### src/rtl/cell_stream_pkg.sv
// Shared types and constants for the cell stream arbiter.
package cell_stream_pkg;

   localparam int unsigned WORD_W    = 32;
   localparam int unsigned PKT_WORDS = 4;
   localparam int unsigned BEAT_W    = 2;
   localparam int unsigned TID_W     = 3;
   localparam int unsigned MAX_PORTS = 1 << TID_W;

   // Beat order on the link
   localparam logic [BEAT_W-1:0] HDR = 2'd0;
   localparam logic [BEAT_W-1:0] DX  = 2'd1;
   localparam logic [BEAT_W-1:0] DY  = 2'd2;
   localparam logic [BEAT_W-1:0] DS  = 2'd3;

   typedef enum logic {
      IDLE = 1'b0,
      SEND = 1'b1
   } state_t;

   // One captured packet, header first
   typedef struct packed {
      logic [WORD_W-1:0] hdr;
      logic [WORD_W-1:0] dx;
      logic [WORD_W-1:0] dy;
      logic [WORD_W-1:0] ds;
   } pkt_t;

   // Word of a packet presented on a given beat
   function automatic logic [WORD_W-1:0] pkt_word(input pkt_t p, input logic [BEAT_W-1:0] b);
      case (b)
         HDR:     return p.hdr;
         DX:      return p.dx;
         DY:      return p.dy;
         default: return p.ds;
      endcase
   endfunction

endpackage

### src/rtl/cell_stream_rr_pick.sv
// Rotating-priority picker: first requester after last_grant, wrapping at NPORTS.
module cell_stream_rr_pick
   import cell_stream_pkg::*;
#(
   parameter int unsigned NPORTS = 4
) (
   input  logic [NPORTS-1:0] req,
   input  logic [TID_W-1:0]  last_grant,
   output logic              gnt_valid,
   output logic [TID_W-1:0]  gnt_idx
);

   localparam int unsigned SUM_W = TID_W + 1;

   logic [MAX_PORTS-1:0] req_pad;
   logic [SUM_W-1:0]     sum;
   logic [TID_W-1:0]     cand;

   assign req_pad = MAX_PORTS'(req);

   // Scan from farthest to nearest so the nearest requester after last_grant wins
   always_comb begin
      gnt_valid = 1'b0;
      gnt_idx   = '0;
      sum       = '0;
      cand      = '0;
      for (int i = int'(NPORTS); i > 0; i--) begin
         sum = SUM_W'(last_grant) + SUM_W'(i);
         if (sum >= SUM_W'(NPORTS)) sum = sum - SUM_W'(NPORTS);
         cand = sum[TID_W-1:0];
         if (req_pad[cand]) begin
            gnt_valid = 1'b1;
            gnt_idx   = cand;
         end
      end
   end

endmodule

### src/rtl/cell_stream_arbiter.sv
// Round-robin serializer of per-port 4-word packets onto one AXI-stream link.
module cell_stream_arbiter
   import cell_stream_pkg::*;
#(
   parameter int unsigned NPORTS = 4,
   parameter int unsigned CW     = 16
) (
   input  logic                     clk,
   input  logic                     rst_n,
   input  logic                     enable,
   input  logic [NPORTS-1:0]        stream_mux_strobe,
   input  logic [NPORTS*32-1:0]     stream_in_header,
   input  logic [NPORTS*32-1:0]     stream_in_datax,
   input  logic [NPORTS*32-1:0]     stream_in_datay,
   input  logic [NPORTS*32-1:0]     stream_in_datas,
   output logic                     tvalid,
   input  logic                     tready,
   output logic                     tlast,
   output logic [31:0]              tdata,
   output logic [2:0]               tid,
   output logic [NPORTS-1:0]        pending,
   output logic                     busy,
   output logic [NPORTS*CW-1:0]     overflow_cnt
);

   state_t                      state_q, state_d;
   logic [NPORTS-1:0]           pending_q;
   pkt_t                        hold_q [NPORTS];
   pkt_t                        obuf_q;
   logic [BEAT_W-1:0]           optr_q;
   logic [TID_W-1:0]            last_grant_q;
   logic [NPORTS-1:0][CW-1:0]   ovf_q;
   logic                        tvalid_q, tlast_q;
   logic [WORD_W-1:0]           tdata_q;
   logic [TID_W-1:0]            tid_q;

   logic [NPORTS-1:0]           req_c;
   logic                        gnt_valid_c;
   logic [TID_W-1:0]            gnt_idx_c;
   logic                        xfer_c, last_xfer_c, grant_c;
   logic [NPORTS-1:0]           grant_oh_c;
   pkt_t                        sel_pkt_c;
   logic [BEAT_W-1:0]           nxt_ptr_c;

   assign req_c       = enable ? pending_q : '0;
   assign xfer_c      = tvalid_q & tready;
   assign last_xfer_c = xfer_c & (optr_q == DS);
   assign grant_c     = gnt_valid_c & ((state_q == IDLE) | last_xfer_c);
   assign nxt_ptr_c   = optr_q + BEAT_W'(1);

   cell_stream_rr_pick #(.NPORTS(NPORTS)) u_pick (
      .req        (req_c),
      .last_grant (last_grant_q),
      .gnt_valid  (gnt_valid_c),
      .gnt_idx    (gnt_idx_c)
   );

   // One-hot grant and the holding register it selects
   always_comb begin
      grant_oh_c = '0;
      sel_pkt_c  = '0;
      for (int p = 0; p < int'(NPORTS); p++) begin
         if (grant_c && (gnt_idx_c == TID_W'(p))) begin
            grant_oh_c[p] = 1'b1;
            sel_pkt_c     = hold_q[p];
         end
      end
   end

   // State register
   always_ff @(posedge clk or negedge rst_n) begin
      if (!rst_n) state_q <= IDLE;
      else        state_q <= state_d;
   end

   // Next state: stay in SEND across back-to-back grants
   always_comb begin
      state_d = state_q;
      case (state_q)
         IDLE:    if (grant_c) state_d = SEND;
         SEND:    if (last_xfer_c && !grant_c) state_d = IDLE;
         default: state_d = IDLE;
      endcase
   end

   // Per-port capture into holding registers; drops counted when the slot is occupied
   always_ff @(posedge clk or negedge rst_n) begin
      if (!rst_n) begin
         pending_q <= '0;
         ovf_q     <= '0;
         for (int p = 0; p < int'(NPORTS); p++) hold_q[p] <= '0;
      end else begin
         for (int p = 0; p < int'(NPORTS); p++) begin
            if (stream_mux_strobe[p]) begin
               if (!pending_q[p] || grant_oh_c[p]) begin
                  hold_q[p] <= '{hdr: stream_in_header[WORD_W*p +: WORD_W],
                                 dx:  stream_in_datax[WORD_W*p +: WORD_W],
                                 dy:  stream_in_datay[WORD_W*p +: WORD_W],
                                 ds:  stream_in_datas[WORD_W*p +: WORD_W]};
                  pending_q[p] <= 1'b1;
               end else if (ovf_q[p] != {CW{1'b1}}) begin
                  ovf_q[p] <= ovf_q[p] + CW'(1);
               end
            end else if (grant_oh_c[p]) begin
               pending_q[p] <= 1'b0;
            end
         end
      end
   end

   // Output buffer and registered stream outputs; held while stalled
   always_ff @(posedge clk or negedge rst_n) begin
      if (!rst_n) begin
         obuf_q       <= '0;
         optr_q       <= HDR;
         last_grant_q <= TID_W'(NPORTS - 1);
         tvalid_q     <= 1'b0;
         tlast_q      <= 1'b0;
         tdata_q      <= '0;
         tid_q        <= '0;
      end else if (grant_c) begin
         obuf_q       <= sel_pkt_c;
         optr_q       <= HDR;
         last_grant_q <= gnt_idx_c;
         tvalid_q     <= 1'b1;
         tlast_q      <= 1'b0;
         tdata_q      <= sel_pkt_c.hdr;
         tid_q        <= gnt_idx_c;
      end else if (last_xfer_c) begin
         tvalid_q     <= 1'b0;
         tlast_q      <= 1'b0;
      end else if (xfer_c) begin
         optr_q       <= nxt_ptr_c;
         tdata_q      <= pkt_word(obuf_q, nxt_ptr_c);
         tlast_q      <= (nxt_ptr_c == DS);
      end
   end

   assign tvalid       = tvalid_q;
   assign tlast        = tlast_q;
   assign tdata        = tdata_q;
   assign tid          = tid_q;
   assign pending      = pending_q;
   assign busy         = (state_q == SEND);
   assign overflow_cnt = ovf_q;

endmodule

### config.mk
export PLATFORM = sky130hd
export DESIGN_NAME = cell_stream_arbiter
export DESIGN_NICKNAME = d
export VERILOG_FILES = /design/src/rtl/cell_stream_pkg.sv /design/src/rtl/cell_stream_rr_pick.sv /design/src/rtl/cell_stream_arbiter.sv
export SDC_FILE = /design/constraint.sdc
export NUM_CORES = 1
export LEC_CHECK = 0
export CAP_MARGIN = 20
export CORE_UTILIZATION = 25
export CTS_BUF_LIST = sky130_fd_sc_hd__clkbuf_2 sky130_fd_sc_hd__clkbuf_4 sky130_fd_sc_hd__clkbuf_8
export DETAILED_ROUTE_END_ITERATION = 8
export RECOVER_POWER = 25
export SLEW_MARGIN = 30
export SYNTH_ARGS = -nofsm -noshare
export SYNTH_HDL_FRONTEND = slang
export SYNTH_HIERARCHICAL = 1
export SYNTH_SLANG_ARGS = --single-unit
export TNS_END_PERCENT = 5
### constraint.sdc
create_clock -name clk -period 4 [get_ports clk]
set_clock_uncertainty 0.1 [all_clocks]
set_input_delay 0.4 -clock clk [delete_from_list [all_inputs] [get_ports clk]]
set_output_delay 0.4 -clock clk [all_outputs]
set_load 0.05 [all_outputs]
After elaboration in Yosys (flattened, before gate mapping) --
Cells that the tools add are included.
Storage, ports and cells: bits in registers 751, output and inout port bits 106, word-level logic and storage cells 173
Operators by class: add/subtract/negate cells 13, $lt $le $gt $ge 8, eq/ne operators 16, muxes and demuxes 56, bitwise operators 9, reduce and logical (&&, ||, !) cells 36
Operators with widths (count):
- 2-to-1 mux 128 bit | 4
- 2-to-1 mux 32 bit | 3
- case mux 32 bit (3 select lines) | 1
- adder 16 x 1 -> 16 bit, second input constant | 4
- != test 16 bit, second input constant | 4
- 2-to-1 mux 1 bit | 31
- 2-to-1 mux 3 bit | 8
- AND reduction 2 bit | 9
- >= comparator 4 x 3 -> 1 bit, second input constant | 4
- < comparator 3 x 4 -> 1 bit, second input constant | 4
- binary-select mux 1 bit (select 3 bit) | 4
- AND reduction 3 bit | 4
- nonzero test 2 bit | 6
- subtractor 3 bit, second input constant | 4
- != test 2 x 1 -> 1 bit, second input constant | 5
- adder 3 x 2 -> 4 bit, second input constant | 2
- equality test 2 bit, second input constant | 3
- equality test 3 x 2 -> 1 bit, second input constant | 2
- 2-to-1 mux 2 bit | 3
- logical AND 1 bit | 5
- logical NOT 1 bit | 5
- NOT 1 bit | 5
- adder 3 x 1 -> 4 bit, second input constant | 1
- adder 3 x 3 -> 4 bit, second input constant | 1
- other kinds (11) | 16

Logic depth before layout (Yosys ltp) --
Gate-level depths: netlist of the first run.
word-level depth 16, depth in mapped cells 15

Hierarchy --
Netlist of the first run, hierarchy kept.
Modules (own cells, without submodules):
- cell_stream_arbiter | instances 1, cells each 2233, area each 33021.7 µm², seq. area each 18770.5 µm²
- cell_stream_rr_pick | instances 1, cells each 36, area each 276.5 µm², seq. area each 0.0 µm²

Worst setup path after synthesis of the first run --
OpenSTA, ideal clock, no wires.
kind register to register, start point register last_grant_q[0], end point register obuf_q[92] in the netlist's numbering, library setup time 121 ps, data arrival time 3367 ps, required time 3779 ps, slack 412 ps, stages on the path, launching flop included 14, path buffers 5, period minus slack after synthesis 3588 ps, cell sequence dfstp_2 > buf_6 > inv_1 > ha_1 > mux4_2 > o21ai_2 > o32ai_2 > mux2i_1 > buf_2 > buf_4 > buf_4 > buf_2 > mux4_2 > a22o_1
Between the ends: word-level cells in the longest chain between the ends 15, elaborated cells between the ends (all ways) 45, those cells by class 8 x add/sub; 4 x order compare; 3 x eq/ne; 24 x mux; 1 x bitwise; 5 x reduce/logical
RTL lines:
- from (decl) | RTL line cell_stream_arbiter.sv:31 | logic [TID_W-1:0] last_grant_q;
- from (signal assigned) | RTL line cell_stream_arbiter.sv:116 | last_grant_q <= TID_W'(NPORTS - 1);
- from (signal assigned) | RTL line cell_stream_arbiter.sv:124 | last_grant_q <= gnt_idx_c;
- adder 3 x 3 -> 4 bit | RTL line cell_stream_rr_pick.sv:28 | sum = SUM_W'(last_grant) + SUM_W'(i);
- >= comparator 4 x 3 -> 1 bit / subtractor 3 bit (equally long branches) | RTL line cell_stream_rr_pick.sv:29 | if (sum >= SUM_W'(NPORTS)) sum = sum - SUM_W'(NPORTS);
- 2-to-1 mux 3 bit | RTL line cell_stream_rr_pick.sv:29
- binary-select mux 1 bit (select 3 bit) | RTL line cell_stream_rr_pick.sv:31 | if (req_pad[cand]) begin
- 2-to-1 mux 1 bit (implied by the code) | RTL line cell_stream_rr_pick.sv:31
- 2-to-1 mux 3 bit (3 in a row) | RTL line cell_stream_rr_pick.sv:31
- 2-to-1 mux 3 bit (*) | RTL line cell_stream_rr_pick.sv:31
- named net gnt_idx_c[0] | RTL line cell_stream_arbiter.sv:39 | logic [TID_W-1:0] gnt_idx_c;
- logical NOT 3 bit | RTL line cell_stream_arbiter.sv:63 | if (grant_c && (gnt_idx_c == TID_W'(p))) begin
- logical AND 1 bit | RTL line cell_stream_arbiter.sv:63
- 2-to-1 mux 128 bit (3 in a row) | RTL line cell_stream_arbiter.sv:63
- 2-to-1 mux 128 bit (*) | RTL line cell_stream_arbiter.sv:63
- to (signal assigned) | RTL line cell_stream_arbiter.sv:122 | obuf_q <= sel_pkt_c;
- to (decl) | RTL line cell_stream_arbiter.sv:29 | pkt_t obuf_q;
Mark *: on every way through the listed nets, which the timed path passes. The rest lies on a longest branch. The select of a mux whose other input is x is not followed. A chain may end at the register's enable or synchronous reset.

Worst setup path in the final report of the first run --
start point register last_grant_q[0], end point register hold_q[271] in the netlist's numbering
Between the ends: word-level cells in the longest chain between the ends 14, elaborated cells between the ends (all ways) 38, those cells by class 8 x add/sub; 4 x order compare; 1 x eq/ne; 21 x mux; 1 x bitwise; 3 x reduce/logical
RTL lines:
- adder 3 x 3 -> 4 bit | RTL line cell_stream_rr_pick.sv:28
- >= comparator 4 x 3 -> 1 bit / subtractor 3 bit (equally long branches) | RTL line cell_stream_rr_pick.sv:29
- 2-to-1 mux 3 bit | RTL line cell_stream_rr_pick.sv:29
- binary-select mux 1 bit (select 3 bit) | RTL line cell_stream_rr_pick.sv:31
- 2-to-1 mux 1 bit (implied by the code) | RTL line cell_stream_rr_pick.sv:31
- 2-to-1 mux 3 bit (3 in a row) | RTL line cell_stream_rr_pick.sv:31
- 2-to-1 mux 3 bit (*) | RTL line cell_stream_rr_pick.sv:31
- named net gnt_idx_c[0] | RTL line cell_stream_arbiter.sv:39
- equality test 3 x 1 -> 1 bit (*) | RTL line cell_stream_arbiter.sv:63
- logical AND 1 bit (*) | RTL line cell_stream_arbiter.sv:63
- 2-to-1 mux 1 bit (*) | RTL line cell_stream_arbiter.sv:63
- logical OR 1 bit (*) | RTL line cell_stream_arbiter.sv:95 | if (!pending_q[p] || grant_oh_c[p]) begin
- AND reduction 2 bit (no line) (*)
- to (signal, indexed assignment) | RTL line cell_stream_arbiter.sv:96 | hold_q[p] <= '{hdr: stream_in_header[WORD_W*p +: WORD_W],
- to (decl) | RTL line cell_stream_arbiter.sv:28 | pkt_t hold_q [NPORTS];
Marks and branches as above.

==> summary.md, run 1 <==
| Metric | Value |
|---|---|
| P_sw | `13.2 mW` |
| DR DRC count | `0` |
| Syn avg cell area | `14.7 sq um` |
| Most used DFF post-synth | `dfrtp_1` |
| Dpl cell area | `42200 sq um` |
| Worst Hold Class | `in -> reg` |
| Cell Int Power | `24.0 mW` |
| Actual slew at the worst max-slew pin | `2880 ps` |
| Final Max Slew Viols | `77` |
| Gr usage total | `0.182` |
| CTS resizes | `0` |
| CP delay by family, top | `multiplexers` |
| Clock Sinks | `750` |
| # rows | `133` |
| P per Cell Area | `756 nW/um^2` |
| Via Count | `23700` |
| Cells after Synth | `2269` |
| Crit path cell chain | `inv_1 -> ha_1 -> mux4_2 -> o21ai_2 -> o32ai_2 -> mux2i_4 -> nand2_1 -> a211o_1 -> nand2_1 -> nand2_4 -> buf_12 -> mux2_2` |
| Chip width | `367 um` |
| Post-route ant nets | `0` |
| Overall Power | `37.2 mW` |
| Hold Fails Final Rpt | `0` |
| Worst Setup Start Kind | `flip-flop` |
| Worst-Skew Late Latency | `880 ps` |
| Multiplexer area fraction after synthesis | `0.277` |
| Post-DR vias/cell | `4.52` |
| H-tree depth | `4` |
| Maximum VDD drop | `0.00120 V` |
| Crit-path max FO | `58` |
| Fin util | `0.373` |
| Synth Area in Compound Gates | `0.0627` |
| Violated checks | `max-capacitance violations, max-slew violations` |
| Most frequent cells in the layout | `dfrtp_1 (748), clkdlybuf4s50_1 (624), mux2_2 (412), dlygate4sd3_1 (406), clkbuf_8 (176)` |
| Core area | `132000 sq um` |
| Tmin final | `3860 ps` |
| Final Setup Violations | `0` |
| Vias in the first global route | `25700` |
| Post-synthesis register bit count | `750` |
| TNS Setup | `0 ps` |
| Nets | `3928` |
| Clock Tree Buf Depth | `3` |
| Area contributors post-synth | `dfrtp_1 (56%), mux2_2 (14%), mux4_2 (8.7%)` |
| Outcome | `finished, violations left` |
| Sequential-to-total area share from yosys stat | `0.564` |
| Worst Path Required | `4620 ps` |
| Switch share | `0.355` |
| Rel. slew slack | `-0.919` |
| First-pass GRT wire length | `178000 um` |
| CP arrival | `4490 ps` |
| Layout cell share with drive strength beyond 1 | `0.285` |
| Syn_nets | `2800` |
| Static leakage | `21.3 nW` |
| Largest family of logic cells by synthesized area | `multiplexers` |
| Fmax | `259 MHz` |
| Ys async rst share | `1.00` |
| Initial antenna violation count | `17` |
| Port bufs | `625` |
| Most used cell, CP | `nand2_1` |
| Global placer's final weighted congestion | `0.829` |
| Number of enable flip-flop cells after synthesis | `0` |
| Hpwl dp | `87900 um` |
| Part of the power in registers | `0.360` |
| IO Pins | `626` |
| Total gr overflow | `0` |
| Post-Synth XOR/XNOR Area | `0.0137` |
| Final Cycle Share | `0.966` |
| Number of max-cap violations | `1` |
| Cell taking the most area after synthesis | `dfrtp_1` |
| Filler cell count in the final layout | `12600` |
| Initial DRC count | `1340` |
| Post-synth cell types | `65` |
| Setup Crit Path Kind | `reg -> reg` |
| Synth Area in Adders | `0.00413` |
| Post-Route WL | `122000 um` |
| Largest net degree at the start of global routing | `102` |
| RSZ-0062 raised after global routing | `no` |
| Clock slew at reported path FFs | `60 ps` |
| CP max stage cell | `dfstp_2` |
| CTS tree | `yes` |
| Yosys warns | `6` |
| Synthesized area | `33300 sq um` |
| Clk Tree Root Cell | `clkbuf_8` |
| Die ar. | `135000 sq um` |
| Share of the synthesized area in the top cell type | `0.562` |
| CP max stage delay | `520 ps` |
| P&R area growth vs syn | `47.8%` |
| Fin area | `49200 sq um` |
| Clock share of power | `0.219` |
| Vert. Die Dim | `367 um` |
| Synth Area in Simple Gates | `0.0467` |
| Wirelength per Cell | `23.2 um` |
| DR pass1 iterations | `5` |
| Commonest non-fill, non-tap cell in the layout | `dfrtp_1` |
| CP Capture Type | `flip-flop` |
| Bufs and invs on worst path | `2` |
| Logic pwr share | `0.420` |
| Initial core utilization | `0.253` |
| CTS Buf Count | `140` |
==> final cells by class <==
cell class	count	area, sq um	share of cell area
inverter	42	158	0.00320
clock buffer	215	2720	0.0552
tap	1755	2200	0.0446
antenna	4	10.0	0.000203
timing repair buffer	1132	11500	0.233
multi-input combinational	1331	13600	0.276
clock inverter	25	324	0.00658
sequential	750	18800	0.381
==> through the flow <==
step | hold slack, ps | std cells | setup WS, ps
after detailed placement | 366 | 4604 | -65.7
after CTS | 0.0381 | 5250 | 146
after global routing | 43.3 | 5252 | 9.36
after floorplan | 4.41 | 2269 | 412
final | 98.9 | 5254 | 136
after global placement | 358 | 4604 | 32.0
==> per-layer routing <==
layer,up-vias,wire length [um],global-route usage
met5,-,30,0
met4,6,2590,0.0506
met3,155,7710,0.0476
met2,708,60300,0.304
met1,12300,51500,0.230
li1,10600,-,-
==> cells by family (layout without fill, tap and decap cells) <==
logic type,count (synthesis),count (layout)
AOI/OAI and AO/OA,297,297
xor gates and xnor gates,52,52
adders and majority gates,11,11
buffers and inverters,188,1414
DFF,750,750
muxes,656,656
other,1,5
and+or+nand+nor,314,314
==> power groups by stage <==
stage	logic (mW)	clock network [mW]	registers [mW]
floorplan	9.15	0	13.6
CTS	16.0	8.46	13.4
global route	16.8	8.78	13.8
detailed placement	15.6	0	13.5
finish	15.6	8.17	13.4
global placement	15.4	0	13.5
==> what timing repair did <==
| item | in CTS | in global routing |
|---|---|---|
| hold buffers | 406 | 0 |
| buffers inserted | 0 | 0 |
| hold endpoints to repair | 489 | 0 |
==> Yosys cell counts, types with 28 or more instances <==
cell type and number:
nand2_1 85, mux2_2 412, a221oi_1 32, mux2_4 100, a21oi_1 72, dfrtp_1 748, mux4_2 129, o21ai_0 38
xnor2_1 33, nor2_1 87, a21o_1 35, clkbuf_1 49, buf_6 31, inv_1 42, nand3_1 28, a22oi_1 32
buf_2 30, a22o_1 64, and2_1 37
==> worst paths after layout <==
kind                                startpoint     endpoint  slack [ps]  cells after the start
max                            last_grant_q[0]  hold_q[271]         140                     12
max reg2reg                    last_grant_q[0]  hold_q[271]         140                     12
max in group asynchronous                rst_n  hold_q[391]         590                      3
min                        stream_in_datas[70]  hold_q[134]         100                      2
min in group asynchronous                rst_n   hold_q[50]         890                      2
min reg2reg                        obuf_q[102]  obuf_q[102]         380                      1
==> state kept, by name (all words and copies together) (netlist names) <==
register      flops
busy              1
hold_q          512
last_grant_q      3
obuf_q          128
optr_q            2
overflow_cnt     64
pending           4
tdata            32
tid               2
tlast             1
tvalid            1
==> worst reg2reg max path, stage by stage (launching register included) <==
cell,delay [ps]
dfstp_2,520
inv_1,50
ha_1,370
mux4_2,260
o21ai_2,80
o32ai_2,380
mux2i_4,420
nand2_1,120
a211o_1,310
nand2_1,150
nand2_4,140
buf_12,220
mux2_2,610
Note: power is estimated with default switching activity, not from simulation.
==> run 2: changes to the inputs <==
--- a/config.mk
+++ b/config.mk
@@ -10,6 +10,7 @@
 export CTS_BUF_LIST = sky130_fd_sc_hd__clkbuf_2 sky130_fd_sc_hd__clkbuf_4 sky130_fd_sc_hd__clkbuf_8
 export DETAILED_ROUTE_END_ITERATION = 8
 export RECOVER_POWER = 25
+export SETUP_SLACK_MARGIN = 0.4
 export SLEW_MARGIN = 30
 export SYNTH_ARGS = -nofsm -noshare
 export SYNTH_HDL_FRONTEND = slang
==> run 2 against run 1 <==
Effect of this change: the run still ends with max-capacitance violations, max-slew violations left; die area unchanged; critical path depth up 1; worst setup slack better by 250 ps; first-iteration DRC count up 4.5%; routed wire length up 5.8%; worst hold slack better by 9.2 ps; non-clock buffer count up 53; global-route usage up 0.25 points; utilization up 0.79 points; sequential share of layout area down 0.79 points; sequential cell count unchanged; critical path type unchanged; highest routed layer unchanged.
==> summary.md, run 2 (synthesis gave the netlist of run 1 again) <==
| Metric | Value |
|---|---|
| Met1 Resource Use GR | `0.234 (+0.00354)` |
| Reg2reg start | `last_grant_q[0]` |
| Tmin final | `3610 ps (-254 ps)` |
| Largest net degree at the start of global routing | `102 (unchanged)` |
| Part of the power in registers | `0.352 (-0.008)` |
| Hold worst-path end | `hold_q[267]` |
| Vias in the first global route | `25900 (+0.75%)` |
| Via Count | `24300 (+2.2%)` |
| CTS Buf Count | `140 (unchanged)` |
| Clk Tree Root Cell | `clkbuf_8` |
| DR DRC count | `0 (unchanged)` |
| IO Pins | `626 (unchanged)` |
| TNS Setup | `0 ps (unchanged)` |
| Port bufs | `625 (unchanged)` |
| First-pass GRT wire length | `180000 um (+1.1%)` |
| # rows | `133 (unchanged)` |
| Final Setup Violations | `0 (unchanged)` |
| Worst Setup Start Kind | `flip-flop` |
| CP max stage delay | `550 ps (+30 ps)` |
| P_sw | `13.6 mW (+3.0%)` |
| Hpwl dp | `87900 um (unchanged)` |
| Commonest non-fill, non-tap cell in the layout | `dfrtp_1` |
| Final Max Slew Viols | `76 (-1.3%)` |
| Rel. slew slack | `-0.951 (-0.0317)` |
| CP Capture Type | `flip-flop` |
| Fin util | `0.381 (+0.00786)` |
| CP max stage cell | `dfstp_2` |
| Clock share of power | `0.215 (-0.004)` |
| Worst hold start | `stream_in_datas[43]` |
| Most used cell, CP | `buf_12` |
| Hold Fails Final Rpt | `0 (unchanged)` |
| Total gr overflow | `0 (unchanged)` |
| Met2 Use GR | `0.308 (+0.00454)` |
| Gr usage total | `0.184 (+0.00248)` |
| Grt peak-use layer | `met2` |
| RSZ-0062 raised after global routing | `yes` |
| Vert. Die Dim | `367 um (unchanged)` |
| Post-DR vias/cell | `4.57 (+1.1%)` |
| Logic pwr share | `0.433 (+0.013)` |
| Placed cells | `4604 (unchanged)` |
| P per Cell Area | `758 nW/um^2 (+0.25%)` |
| Clock Tree Buf Depth | `3 (unchanged)` |
| Crit path cell chain | `inv_2 -> ha_4 -> mux4_2 -> o21ai_4 -> o32ai_4 -> mux2i_4 -> buf_12 -> nand4b_1 -> a21oi_2 -> nor2b_1 -> nand2b_4 -> buf_12 -> mux2_2` |
| Worst-Skew Late Latency | `870 ps (about the same)` |
| Reg2reg end | `hold_q[67]` |
| Layout cell share with drive strength beyond 1 | `0.300 (+0.0147)` |
| R2r setup slk | `390 ps (+250 ps)` |
| Crit-path max FO | `58 (unchanged)` |
| Worst Path Required | `4630 ps (about the same)` |
| Final Cycle Share | `0.902 (-0.0636)` |
| Fmax | `277 MHz (+7.0%)` |
| Core area | `132000 sq um (unchanged)` |
| Outcome | `finished, violations left` |
| Static leakage | `21.8 nW (+2.3%)` |
| Global placer's final weighted congestion | `0.829 (unchanged)` |
| Maximum VDD drop | `0.00121 V (+1.1%)` |
| Cell Int Power | `24.5 mW (+2.0%)` |
| DR pass1 iterations | `5 (unchanged)` |
| Post-route ant nets | `0 (unchanged)` |
| Global routing usage on met3 | `0.0472 (-0.000431)` |
| Chip width | `367 um (unchanged)` |
| Clock slew at reported path FFs | `60 ps (about the same)` |
| Initial DRC count | `1400 (+4.5%)` |
| Actual slew at the worst max-slew pin | `2930 ps (+47.6 ps)` |
| Most frequent cells in the layout | `dfrtp_1 (748), clkdlybuf4s50_1 (624), mux2_2 (411), dlygate4sd3_1 (406), clkbuf_8 (176)` |
| Setup Crit Path Kind | `reg -> reg` |
| Overall Power | `38.1 mW (+2.4%)` |
| Biggest register | `hold_q` |
| Worst Hold Class | `in -> reg` |
| Post-route insts no fill | `5311 (+1.1%)` |
| CTS tree | `yes` |
| Initial antenna violation count | `17 (unchanged)` |
| Hold WS | `108 ps (+9.18 ps)` |
| Die ar. | `135000 sq um (unchanged)` |
| CP arrival | `4240 ps (-250 ps)` |
| Max reg flops | `512 (unchanged)` |
| Wirelength per Cell | `24.3 um (+4.7%)` |
| Number of max-cap violations | `1 (unchanged)` |
| Min-Delay Path Depth | `2 (unchanged)` |
| FF-to-FF path depth | `13 (+1)` |
| P&R area growth vs syn | `50.9%` |
| Switch share | `0.357 (+0.00206)` |
| H-tree depth | `4 (unchanged)` |
| Initial core utilization | `0.253 (unchanged)` |
| Violated checks | `max-capacitance violations, max-slew violations` |
| Nets | `3983 (+1.4%)` |
| Clock Sinks | `750 (unchanged)` |
| Post-Route WL | `129000 um (+5.8%)` |
run 2: cell count changes in the layout (fill, tap and decap cells not counted), sizes merged:
cell    change
diode       +2
nand2       +2
clkbuf     +13
buf        +40
run 2: timing repair:
action / 4_1_cts / 5_1_grt
endpoints found under the hold margin: 489 / 0
resized for setup: 17 / 30
endpoints found under the setup margin: 578 / 573
setup buffers: 2 / 31
pin swaps: 1 / 8
hold buffers: 406 / 0
cloned: 4 / 18
run 2: power by group through the flow:
stage	clock [mW]	combinational [mW]	sequential [mW]
finish	8.19	16.5	13.4
global route	8.78	17.6	13.9
CTS	8.46	16.4	13.4
detailed placement	0	15.6	13.5
global placement	0	15.4	13.5
floorplan	0	9.15	13.6
run 2: cell type report:
cell class / instances / area [sq um]
inverters: 42 / 158
clock inverters: 25 / 324
multi-input cells: 1333 / 13700
fillers: 12500 / 81500
flip-flops and latches: 750 / 18800
repair buffers: 1185 / 12400
clock buffers: 215 / 2720
well taps: 1755 / 2200
diodes: 6 / 15.0
run 2: critical path, delay by kind of cell, from the launching register on:
family | cells | cell delay [ps]
muxes | 3 | 930
AOI/OAI and AO/OA | 3 | 610
DFF | 1 | 550
buffers and inverters | 3 | 420
and+or+nand+nor | 3 | 390
adders and majority gates | 1 | 280
run 2: layer usage:
metal	part of all wire	up-vias
met3	0.060	172
met2	0.49	761
met5	0.00023	-
met4	0.022	6
met1	0.43	12600
li1	-	10700
run 2: how the worst max path moves through the flow:
stage	startpoint	end	slack, ps	cells after the start
5_1_grt	last_grant_q[0]	hold_q[68]	310	12
3_5_place_dp	enable	tdata[0]	-70	12
3_3_place_gp	enable	tdata[0]	30	12
2_1_floorplan	last_grant_q[0]	obuf_q[92]	410	13
6_report	last_grant_q[0]	hold_q[67]	390	13
4_1_cts	last_grant_q[0]	hold_q[427]	340	13
run 2: per-stage QoR:
step | instance area (sq um) | worst slack [ps]
final | 50200 | 390
after global routing | 50200 | 308
after CTS | 49500 | 340
after detailed placement | 42200 | -65.7
after global placement | 42200 | 32.0
after floorplan | 33300 | 412
==> run 3: changes to the inputs <==
==> constraint.sdc (replaced) <==
create_clock -name clk -period 4.35 [get_ports clk]
set_clock_uncertainty 0.1 [all_clocks]
set_input_delay 0.435 -clock clk [delete_from_list [all_inputs] [get_ports clk]]
set_output_delay 0.435 -clock clk [all_outputs]
set_load 0.05 [all_outputs]
==> run 3 against run 2 <==
Effect of this change: the run still ends with max-capacitance violations, max-slew violations left; register-to-register slack improved by 110 ps; cell area decreased by 5.1%; sequential power decreased by 9%; worst setup slack improved by 110 ps; count of clock-buffer cells in the layout increased by 9; cell count decreased by 3.8%; combinational power decreased by 11%; routed wire length decreased by 8.3%; global-route usage decreased by 0.88 points; largest cell class unchanged; largest power group unchanged.
==> summary.md, run 3 (synthesis gave the netlist of run 1 again) <==
| Metric | Value |
|---|---|
| Hold Fails Final Rpt | `0 (unchanged)` |
| Initial core utilization | `0.253 (unchanged)` |
| Violated checks | `max-capacitance violations, max-slew violations` |
| Clock slew at reported path FFs | `60 ps (about the same)` |
| Total gr overflow | `0 (unchanged)` |
| DR pass1 iterations | `5 (unchanged)` |
| Post-DR vias/cell | `4.53 (-0.89%)` |
| Via Count | `23100 (-4.7%)` |
| Static leakage | `20.7 nW (-5.3%)` |
| Core area | `132000 sq um (unchanged)` |
| Number of max-cap violations | `1 (unchanged)` |
| Nets | `3763 (-5.5%)` |
| Clock Tree Buf Depth | `3 (unchanged)` |
| Final WS setup | `497 ps (+106 ps)` |
| Post-route insts no fill | `5109 (-3.8%)` |
| Actual slew at the worst max-slew pin | `2760 ps (-164 ps)` |
| Hpwl dp | `84700 um (-3.6%)` |
| Crit path cell chain | `inv_1 -> ha_1 -> mux4_2 -> o21ai_2 -> o32ai_4 -> mux2i_4 -> buf_12 -> buf_16 -> nand2_1 -> a211o_1 -> nand2_2 -> nand2_4 -> buf_12 -> mux2_4` |
| Tmin final | `3850 ps (+244 ps)` |
| Post-Route WL | `119000 um (-8.3%)` |
| Fin area | `47700 sq um (-5.1%)` |
| Vert. Die Dim | `367 um (unchanged)` |
| Pre-CTS setup slack | `110 ps (+176 ps)` |
| First-pass GRT wire length | `173000 um (-4.0%)` |
| Placed cells | `4567 (-0.80%)` |
| Commonest non-fill, non-tap cell in the layout | `dfrtp_1` |
| Clk Tree Root Cell | `clkbuf_8` |
| Gr usage total | `0.175 (-0.00885)` |
| CTS tree | `yes` |
| Chip width | `367 um (unchanged)` |
| Largest net degree at the start of global routing | `102 (unchanged)` |
| DR DRC count | `0 (unchanged)` |
| RSZ-0062 raised after global routing | `yes` |
| Wirelength per Cell | `23.2 um (-4.7%)` |
| Final Setup Violations | `0 (unchanged)` |
| Maximum VDD drop | `0.000654 V (-46%)` |
| Worst Hold Class | `in -> reg` |
| Die ar. | `135000 sq um (unchanged)` |
| Clock Sinks | `750 (unchanged)` |
| # rows | `133 (unchanged)` |
| Crit-path max FO | `65 (+12%)` |
| P per Cell Area | `725 nW/um^2 (-4.3%)` |
| Most used cell, CP | `buf_12` |
| Fmax | `260 MHz (-6.3%)` |
| CP max stage delay | `520 ps (-30 ps)` |
| Fin util | `0.362 (-0.0195)` |
| Setup Crit Path Kind | `reg -> reg` |
| P&R area growth vs syn | `43.2%` |
| Initial DRC count | `1168 (-17%)` |
| Worst-Skew Late Latency | `860 ps (about the same)` |
| Dpl cell area | `41700 sq um (-1.1%)` |
| Max reg flops | `512 (unchanged)` |
| CP max stage cell | `dfstp_2` |
| Most frequent cells in the layout | `dfrtp_1 (748), clkdlybuf4s50_1 (624), mux2_2 (410), dlygate4sd3_1 (271), clkbuf_8 (178)` |
| Initial antenna violation count | `20 (+3)` |
| Layout cell share with drive strength beyond 1 | `0.295 (-0.00447)` |
| Biggest register | `hold_q` |
| IO Pins | `626 (unchanged)` |
| Filler cell count in the final layout | `12700 (+1.9%)` |
| Outcome | `finished, violations left` |
| Post-route ant nets | `0 (unchanged)` |
| Worst Setup Start Kind | `flip-flop` |
| Final Cycle Share | `0.886 (-0.0166)` |
| Rel. slew slack | `-0.842 (+0.109)` |
| Final Max Slew Viols | `80 (+5.3%)` |
| Port bufs | `625 (unchanged)` |
| Global placer's final weighted congestion | `0.804 (-3.0%)` |
| CP arrival | `4480 ps (+240 ps)` |
| CTS Buf Count | `143 (+2.1%)` |
| TNS Setup | `0 ps (unchanged)` |
| H-tree depth | `4 (unchanged)` |
| CP Capture Type | `flip-flop` |
| Worst Path Required | `4970 ps (+340 ps)` |
| Vias in the first global route | `24900 (-4.0%)` |
run 3: cell count changes in the layout (fill, tap and decap cells not counted), moves of 8 or more:
cell           previous run  this run
buf_12                   34        22
buf_16                   11         2
clkbuf_4                 39        47
dlygate4sd3_1           406       271
clkbuf_16                14         0
buf_4                    75        35
run 3: what timing repair did:
action	4_1_cts	5_1_grt
pin swaps	0	1
cloned	1	0
resized for setup	1	7
endpoints found under the hold margin	339	0
setup buffers	2	1
setup endpoints to repair	87	122
hold buffers	271	0
run 3: report_power, final:
part | switching (mW) | internal, mW | leakage (nW) | total [mW]
Clock | 3.29 | 4.35 | 1.67 | 7.64
Combinational | 7.35 | 7.37 | 9.67 | 14.7
Sequential | 2.00 | 10.2 | 9.33 | 12.2
Total | 12.6 | 21.9 | 20.7 | 34.6
run 3: final timing paths:
path	from	endpoint	slack [ps]	cells past startpoint
worst min-delay path	stream_in_datas[117]	hold_q[21]	100	2
worst max register to register	last_grant_q[0]	hold_q[308]	500	14
worst max-delay path	last_grant_q[0]	hold_q[308]	500	14
max in group asynchronous	rst_n	overflow_cnt[40]	840	3
min in group asynchronous	rst_n	hold_q[178]	840	2
worst min register to register	obuf_q[96]	obuf_q[96]	380	1
run 3: final cells by class:
cell class                      count  area [sq um]  share of cell area
Timing Repair Buffer              964          9790               0.205
Clock inverter                     32           340             0.00714
Clock buffer                      224          2800              0.0586
Sequential cell                   750         18800               0.394
Tap cell                         1755          2200              0.0461
Inverter                           42           158             0.00331
Multi-Input combinational cell   1331         13600               0.285
Antenna cell                       11          27.5            0.000577
run 3: layer usage:
| metal | global-route usage | wire length, um | vias to the layer above |
|---|---|---|---|
| met4 | 0.0515 | 2600 | 6 |
| met2 | 0.288 | 57400 | 678 |
| met3 | 0.0444 | 7220 | 139 |
| li1 | - | - | 10300 |
| met1 | 0.227 | 51300 | 12000 |
| met5 | 0 | 43 | - |
run 3: metrics by stage:
stage	hold slack, ps	power (mW)
after floorplan	39.4	20.9
after global placement	358	26.7
after detailed placement	366	26.9
after CTS	0.0131	35.2
after global routing	-6.72	36.6
final	95.6	34.6
run 3: critical path, delay by kind of cell (launching register included):
kind,cells,cell delay (ps)
AOI/OAI and AO/OA,3,710
adders and majority gates,1,370
buffers and inverters,4,590
DFF,1,520
muxes,3,970
and+or+nand+nor,3,290
